==> src/rtl/dispatch_pkg.sv <==
// Shared definitions for the decode-to-dispatch interface.
// Latency: n/a (types, constants and pure functions only).
// Backpressure: n/a.
//
// Contents: ENT_W, the bit position of every field in a packed decoded
// instruction, the dec_inst_t struct and pack/unpack helpers between
// the flat ENT_W vector and the struct.
package dispatch_pkg;

  localparam int ENT_W = 64;

  // Single-bit flags
  localparam int NOP_BIT  = 63;
  localparam int MWEN_BIT = 62;
  localparam int FWEN_BIT = 61;
  localparam int IWEN_BIT = 60;

  // Multi-bit fields
  localparam int OPC_HI  = 59;
  localparam int OPC_LO  = 54;
  localparam int DOPC_HI = 53;
  localparam int DOPC_LO = 51;
  localparam int REL_HI  = 50;
  localparam int REL_LO  = 47;
  localparam int OPA_HI  = 46;
  localparam int OPA_LO  = 42;
  localparam int OPB_HI  = 41;
  localparam int OPB_LO  = 37;
  localparam int DEST_HI = 36;
  localparam int DEST_LO = 32;
  localparam int PC_HI   = 31;
  localparam int PC_LO   = 0;

  // Field order matches the flat layout, MSB first.
  typedef struct packed {
    logic        i_nop;
    logic        mem_wen;
    logic        float_reg_wen;
    logic        int_reg_wen;
    logic [5:0]  opcode;
    logic [2:0]  detail_opcode;
    logic [3:0]  reg_relation;
    logic [4:0]  operand_a;
    logic [4:0]  operand_b;
    logic [4:0]  dest_reg;
    logic [31:0] pc;
  } dec_inst_t;

  function automatic dec_inst_t unpack_entry(input logic [ENT_W-1:0] e);
    dec_inst_t d;
    d.i_nop         = e[NOP_BIT];
    d.mem_wen       = e[MWEN_BIT];
    d.float_reg_wen = e[FWEN_BIT];
    d.int_reg_wen   = e[IWEN_BIT];
    d.opcode        = e[OPC_HI:OPC_LO];
    d.detail_opcode = e[DOPC_HI:DOPC_LO];
    d.reg_relation  = e[REL_HI:REL_LO];
    d.operand_a     = e[OPA_HI:OPA_LO];
    d.operand_b     = e[OPB_HI:OPB_LO];
    d.dest_reg      = e[DEST_HI:DEST_LO];
    d.pc            = e[PC_HI:PC_LO];
    return d;
  endfunction

  function automatic logic [ENT_W-1:0] pack_entry(input dec_inst_t d);
    logic [ENT_W-1:0] e;
    e                  = '0;
    e[NOP_BIT]         = d.i_nop;
    e[MWEN_BIT]        = d.mem_wen;
    e[FWEN_BIT]        = d.float_reg_wen;
    e[IWEN_BIT]        = d.int_reg_wen;
    e[OPC_HI:OPC_LO]   = d.opcode;
    e[DOPC_HI:DOPC_LO] = d.detail_opcode;
    e[REL_HI:REL_LO]   = d.reg_relation;
    e[OPA_HI:OPA_LO]   = d.operand_a;
    e[OPB_HI:OPB_LO]   = d.operand_b;
    e[DEST_HI:DEST_LO] = d.dest_reg;
    e[PC_HI:PC_LO]     = d.pc;
    return e;
  endfunction

endpackage

==> src/rtl/dq_ptr_ctrl.sv <==
// Pointer/occupancy bookkeeping for the decode queue circular buffer.
// Latency: pointers and count update one cycle after push_n/pop_n.
// Backpressure: in_ready from registered count only (room for two entries).
//
// Ports: clk, rst_n (async active-low), flush (sync clear),
//        push_n/pop_n (entries written to / read from storage, 0..2),
//        rd_ptr, wr_ptr (modulo DEPTH), count (occupancy), in_ready.
module dq_ptr_ctrl #(
  parameter int DEPTH = 8,
  parameter int PTR_W = $clog2(DEPTH)
) (
  input  logic             clk,
  input  logic             rst_n,
  input  logic             flush,
  input  logic [1:0]       push_n,
  input  logic [1:0]       pop_n,
  output logic [PTR_W-1:0] rd_ptr,
  output logic [PTR_W-1:0] wr_ptr,
  output logic [PTR_W:0]   count,
  output logic             in_ready
);

  localparam logic [PTR_W:0] RDY_MAX = (PTR_W+1)'(DEPTH - 2);
  localparam logic [PTR_W:0] CNT_MAX = (PTR_W+1)'(DEPTH);

  // Pointers are PTR_W bits wide, so wrap modulo DEPTH is free.
  always_ff @(posedge clk or negedge rst_n) begin
    if (!rst_n) begin
      rd_ptr <= '0;
      wr_ptr <= '0;
      count  <= '0;
    end else if (flush) begin
      rd_ptr <= '0;
      wr_ptr <= '0;
      count  <= '0;
    end else begin
      rd_ptr <= rd_ptr + PTR_W'(pop_n);
      wr_ptr <= wr_ptr + PTR_W'(push_n);
      count  <= count + (PTR_W+1)'(push_n) - (PTR_W+1)'(pop_n);
    end
  end

  // Only a pair-sized gap admits a push, so decode never has to split a pair.
  assign in_ready = (count <= RDY_MAX);

  a_count_bound: assert property (@(posedge clk) disable iff (!rst_n) count <= CNT_MAX)
    else $error("dq_ptr_ctrl: occupancy above DEPTH");

endmodule

==> src/rtl/decode_queue.sv <==
// Dual-issue decoded-instruction queue between decode and dispatch, program order kept.
// Latency: 1 cycle push-to-output (0 cycles from an empty queue when DQ_BYPASS_EN is defined).
// Backpressure: in_ready low unless two free entries exist; dispatch pops 0..2 via dspch_take.
//
// Ports: clk, rst_n (async active-low), flush (sync, highest priority),
//        in_valid1/in_valid2/in_entry1/in_entry2/in_ready (decode side),
//        out_valid1_dspch/out_valid2_dspch/ent1_dspch/ent2_dspch/dspch_take (dispatch side),
//        count (occupancy of stored entries).
// Optional: DQ_BYPASS_EN - empty-queue combinational bypass from decode to dispatch.
module decode_queue
  import dispatch_pkg::*;
#(
  parameter int DEPTH = 8,
  parameter int PTR_W = $clog2(DEPTH)
) (
  input  logic             clk,
  input  logic             rst_n,
  input  logic             flush,
  input  logic             in_valid1,
  input  logic             in_valid2,
  input  logic [ENT_W-1:0] in_entry1,
  input  logic [ENT_W-1:0] in_entry2,
  output logic             in_ready,
  output logic             out_valid1_dspch,
  output logic             out_valid2_dspch,
  output logic [ENT_W-1:0] ent1_dspch,
  output logic [ENT_W-1:0] ent2_dspch,
  input  logic [1:0]       dspch_take,
  output logic [PTR_W:0]   count
);

  localparam logic [PTR_W-1:0] PTR_ONE = PTR_W'(1);
  localparam logic [PTR_W:0]   CNT_ONE = (PTR_W+1)'(1);
  localparam logic [PTR_W:0]   CNT_TWO = (PTR_W+1)'(2);

  dec_inst_t        mem [DEPTH];
  logic [PTR_W-1:0] rd_ptr;
  logic [PTR_W-1:0] wr_ptr;
  logic [PTR_W-1:0] rd_ptr_nx1;
  logic [PTR_W-1:0] wr_ptr_nx1;

  logic             push_ok;
  logic [1:0]       n_in;
  logic [1:0]       avail;
  logic [1:0]       take_cl;
  logic [1:0]       store_n;
  logic [1:0]       pop_n;
  logic             skip_first;
  logic [ENT_W-1:0] wr_dat0;
  logic             q_vld1;
  logic             q_vld2;
`ifdef DQ_BYPASS_EN
  logic             byp;
`endif

  assign rd_ptr_nx1 = rd_ptr + PTR_ONE;
  assign wr_ptr_nx1 = wr_ptr + PTR_ONE;
  assign q_vld1     = (count >= CNT_ONE);
  assign q_vld2     = (count >= CNT_TWO);

  always_comb begin
    push_ok    = in_ready & in_valid1 & ~flush;
    n_in       = push_ok ? (in_valid2 ? 2'd2 : 2'd1) : 2'd0;
    // At most the two presented slots can be taken.
    avail      = q_vld2 ? 2'd2 : count[1:0];
    store_n    = n_in;
    skip_first = 1'b0;
`ifdef DQ_BYPASS_EN
    byp = (count == '0) & ~flush;
    if (byp) begin
      avail = n_in;
    end
`endif
    // An over-sized take (including 3) is trimmed to what is actually on offer.
    take_cl = (dspch_take > avail) ? avail : dspch_take;
    pop_n   = take_cl;
`ifdef DQ_BYPASS_EN
    // Bypassed entries consumed this cycle never touch storage; storage is empty.
    if (byp) begin
      pop_n      = 2'd0;
      store_n    = n_in - take_cl;
      skip_first = (take_cl == 2'd1);
    end
`endif
    wr_dat0 = skip_first ? in_entry2 : in_entry1;
  end

  // Storage is deliberately not reset; validity comes from count alone.
  always_ff @(posedge clk) begin
    if (store_n != 2'd0) begin
      mem[wr_ptr] <= unpack_entry(wr_dat0);
    end
    if (store_n == 2'd2) begin
      mem[wr_ptr_nx1] <= unpack_entry(in_entry2);
    end
  end

  always_comb begin
    out_valid1_dspch = q_vld1;
    out_valid2_dspch = q_vld2;
    // Zero the slots when empty so reset shows clean outputs despite unreset storage.
    ent1_dspch       = q_vld1 ? pack_entry(mem[rd_ptr])     : '0;
    ent2_dspch       = q_vld2 ? pack_entry(mem[rd_ptr_nx1]) : '0;
`ifdef DQ_BYPASS_EN
    if (byp) begin
      out_valid1_dspch = in_valid1;
      out_valid2_dspch = in_valid1 & in_valid2;
      ent1_dspch       = in_entry1;
      ent2_dspch       = in_entry2;
    end
`endif
  end

  dq_ptr_ctrl #(
    .DEPTH (DEPTH),
    .PTR_W (PTR_W)
  ) u_ptr_ctrl (
    .clk      (clk),
    .rst_n    (rst_n),
    .flush    (flush),
    .push_n   (store_n),
    .pop_n    (pop_n),
    .rd_ptr   (rd_ptr),
    .wr_ptr   (wr_ptr),
    .count    (count),
    .in_ready (in_ready)
  );

  a_v2_needs_v1: assert property (@(posedge clk) disable iff (!rst_n) !(in_valid2 && !in_valid1))
    else $error("decode_queue: in_valid2 without in_valid1");

  a_take_legal: assert property (@(posedge clk) disable iff (!rst_n || flush) dspch_take <= avail)
    else $error("decode_queue: dspch_take exceeds available entries");

endmodule

==> config.mk <==
export PLATFORM = sky130hd
export DESIGN_NAME = decode_queue
export DESIGN_NICKNAME = d
export VERILOG_FILES = /design/src/rtl/dispatch_pkg.sv /design/src/rtl/dq_ptr_ctrl.sv /design/src/rtl/decode_queue.sv
export SDC_FILE = /design/constraint.sdc
export NUM_CORES = 1
export LEC_CHECK = 0
export BUFFER_PORTS_ARGS = -buffer_cell sky130_fd_sc_hd__buf_4
export CORE_MARGIN = 4
export CORE_UTILIZATION = 45
export DETAILED_ROUTE_END_ITERATION = 6
export GPL_TIMING_DRIVEN = 0
export PLACE_DENSITY_LB_ADDON = 0.2
export RECOVER_POWER = 100
export SLEW_MARGIN = 40
export SYNTH_ARGS = -nofsm -noshare
export SYNTH_HDL_FRONTEND = slang
export SYNTH_SLANG_ARGS = --single-unit
==> constraint.sdc <==
create_clock -name clk -period 4.1 [get_ports clk]
set_input_delay 0.205 -clock clk [delete_from_list [all_inputs] [get_ports clk]]
set_output_delay 0.205 -clock clk [all_outputs]
set_load 0.02 [all_outputs]
==> reports/qor.csv <==
stage;metric;value;unit
clocking;clock_path_buffers;3;
power;power_frac_comb;0.517;
die;coreArea;66300;µm²
run;cap_violations;0;
status;outcome;finished clean;
clocking;tritoncts.num_buffers;60;
route;detail-route-antenna-nets;0;
worst_setup_path;startpoint_type;register;
worst_setup_path;cp_max_fo;10;
die;start_util;0.457;
yosys;yosysUniqueCellTypes;41;
power;vdd_ir_drop_max;0.487;mV
timing;slew_violations;0;
clocking;cts_tree;done;
placement;portBuffers;269;
layout;fin_util;0.564;
power;p_leak;0.0129;µW
yosys;synth_top_family_by_area;multiplexers;
worst_setup_path;worstReg2RegStart;u_ptr_ctrl.wr_ptr[0]$_DFF_PN0_;
route;wl_per_cell;30.6;µm
yosys;synthSimpleGateAreaFrac;0.0178;
timing;relSlewSlack;0.0233;
clocking;clkTransAtPathRegs;0.06;ns
route;first_iter_violations;2259;
global_route;grtUsageTotal;0.287;
route;drt-vias-per-instance;6.31;
route;dr.pass1.iters;6;
timing;rsz0062_at_grt;false;
timing;setup-tns-final;0;ns
timing;timing.fmax;248;MHz
die;die_w;268;µm
layout;areaGrowthSynthToFinish;23.3;%
worst_setup_path;crit_type;register to primary output;
yosys;synth_mux_area_frac;0.370;
timing;fin_skew;0.0151;ns
power;seqPwrFrac;0.259;
clocking;post_cts_buffers;0;
min_path;hold_class;primary input to register;
min_path;min_to;u_ptr_ctrl.rd_ptr[2]$_DFF_PN0_;
placement;placed_cell_area;34500;µm²
timing;worst_slew_pin_slew;1.46;ns
worst_setup_path;crit_path_end_kind;primary output;
timing;fin_crit_sh;0.983;
route;drc;0;
power;clkPwrFrac;0.225;
timing;hold_ws;0.106;ns
power;switching_share;0.424;
yosys;synth_ff_type;edfxtp_1;
power;power_switching;10200;µW
global_route;gr-total-overflow;0;
worst_setup_path;critPathRequiredTime;3.89;ns
clocking;cts_root_buf;clkbuf_16;
yosys;syn_area;30300;µm²
yosys;synth_xor_area_frac;0.00202;
yosys;ys_seq_area_frac;0.515;
yosys;yosys_warnings;0;
worst_setup_path;cp.arrival;3.82;ns
yosys;synthArstFlopShare;0.0192;
yosys;synth_compound_area_frac;0.0565;
global_route;antenna_found_initial;8;
clocking;cts_sinks;522;
layout;drive_above_1_share;0.380;
min_path;min_from;flush;
yosys;synth_nets;2097;
die;die_y;268;µm
yosys;synth-adder-area-share;0.00841;
die;io_pins;270;
clocking;clk-insertion-delay-late;0.63;ns
yosys;syn-instance-count;1944;
placement;hpwl;68100;µm
worst_setup_path;r2r_end;mem[1][20]$_DFFE_PP_;
layout;n_fill_cell;5362;
die;dieArea;71600;µm²
global_route;grt_pass1_vias;22900;
die;rows;94;
global_route;grt_pass1_wl;150000;µm
layout;num-nets-final;2666;
timing;period_minus_slack;4.03;ns
route;totalWireLength;105000;µm
yosys;synth_edf_count;512;
timing;finalSetupViolCount;0;
min_path;whs_path_depth;3;
timing;hold_viol_final;0;
power;power.density;642;nW/µm²
yosys;avgSynthCellArea;15.6;µm²
global_route;grt_max_degree;15;
route;dr_total_vias;21600;
layout;design_area;37400;µm²
worst_setup_path;r2r_slack;0.11;ns
clocking;cts-htree-levels;2;
placement;globalplace.congestion;0.850;
yosys;synth_seq_cells;522;
worst_setup_path;r2r_cells;7;
worst_setup_path;critPathLaunch;u_ptr_ctrl.rd_ptr[0]$_DFF_PN0_;
power;p_int;13800;µW
-- cell usage after synthesis (10+ instances only) --
cell type / instances / area (µm²)
a22o_1: 64 / 561
mux2i_1: 256 / 2560
nor2_1: 19 / 71.3
inv_1: 12 / 45.0
a22oi_1: 64 / 480
dfrtp_1: 10 / 250
edfxtp_1: 512 / 15400
ha_1: 14 / 175
mux2_2: 487 / 5480
nand2_1: 68 / 255
buf_2: 51 / 255
buf_6: 21 / 236
mux4_2: 128 / 2880
buf_1: 12 / 45.0
clkbuf_1: 72 / 270
a221oi_1: 64 / 561
mux2_1: 26 / 293
-- registers in the layout, summed over array words and instances, names as in the netlist --
signal	flops
u_ptr_ctrl.count	4
u_ptr_ctrl.rd_ptr	3
mem	512
u_ptr_ctrl.wr_ptr	3
-- cells by family after synthesis --
family	count (synthesis)
adder cells (fa/ha/maj)	18
AND/OR/NAND/NOR	119
XOR/XNOR	7
buffers and inverters	173
flip-flops	522
AO/OA/AOI/OAI	208
multiplexers	897
-- metal layers --
layer	wire length, µm	GRT usage
met1	40200	0.374
met2	51000	0.478
met3	10300	0.0583
met4	3600	0.107
met5	26	0
-- power groups by stage --
| stage | clock network [µW] | registers, µW | logic [µW] |
|---|---|---|---|
| floorplan | 0 | 6310 | 7730 |
| global placement | 0 | 6340 | 12800 |
| detailed placement | 0 | 6310 | 13100 |
| CTS | 5430 | 6200 | 13300 |
| global route | 5630 | 6220 | 12900 |
| finish | 5390 | 6210 | 12400 |
-- area by class of cell --
| class | instances | area (µm²) | share of cell area |
|---|---|---|---|
| timing repair buffer | 507 | 4110 | 0.110 |
| sequential | 522 | 15600 | 0.418 |
| antenna | 7 | 17.5 | 0.000468 |
| buffer | 161 | 774 | 0.0207 |
| clock buffer | 78 | 1620 | 0.0433 |
| clock inverter | 31 | 322 | 0.00860 |
| multi-input combinational | 1249 | 13800 | 0.369 |
| inverter | 12 | 45.0 | 0.00120 |
| tap | 864 | 1080 | 0.0289 |
-- cells in the final DEF, fill, tap and decap left out, types with 3 or more instances in the layout --
cell,n
edfxtp_1,512
mux2_2,484
mux2i_1,256
clkbuf_1,215
dlygate4sd3_1,194
buf_4,141
mux4_2,128
nand2_1,70
a22o_1,64
a22oi_1,64
a221oi_1,61
clkbuf_16,61
clkbuf_2,56
buf_2,33
mux2_1,29
nor2_1,18
ha_1,14
clkinv_2,14
buf_6,13
buf_16,13
inv_1,12
dfrtp_1,10
clkinv_1,9
buf_8,9
nor2b_1,8
diode_2,7
nor3_1,7
a21oi_1,7
bufinv_16,7
xnor2_1,6
nand2b_1,5
buf_1,5
fa_1,4
nand3_1,3
a221oi_2,3
clkbuf_8,3
-- through the flow --
step / total power, µW / instances / setup slack [ns]
6_report: 24000 / 3431 / 0.0711
4_1_cts: 24900 / 3424 / 0.0222
3_3_place_gp: 19200 / 3077 / -4.23
2_1_floorplan: 14000 / 1944 / -0.555
5_1_grt: 24800 / 3428 / 0.0215
3_5_place_dp: 19400 / 3121 / 0.314
-- how the worst max path moves through the flow --
| stage | depth (start not counted) | slack [ns] | to |
|---|---|---|---|
| after floorplan | 6 | -0.55 | mem[6][0]$_DFFE_PP_ |
| after global placement | 6 | -4.23 | mem[5][36]$_DFFE_PP_ |
| after detailed placement | 7 | 0.31 | ent1_dspch[61] |
| after CTS | 7 | 0.02 | ent1_dspch[53] |
| after global routing | 9 | 0.02 | mem[4][24]$_DFFE_PP_ |
| final | 7 | 0.07 | ent1_dspch[22] |
-- timing repair --
action	4_1_cts	5_1_grt
endpoints found under the hold margin	522	0
endpoints found under the setup margin	60	12
hold buffers	194	0
pin swaps	0	0
gates resized for setup	3	2
-- critical path, stage by stage (launching register included) --
cell	delay, ns
dfrtp_1	0.44
clkbuf_1	0.31
clkbuf_2	0.46
clkbuf_4	0.44
nor2_4	0.20
clkbuf_1	0.39
a221oi_1	0.66
clkbuf_2	0.28
Note: power is estimated with default switching activity, not from simulation.
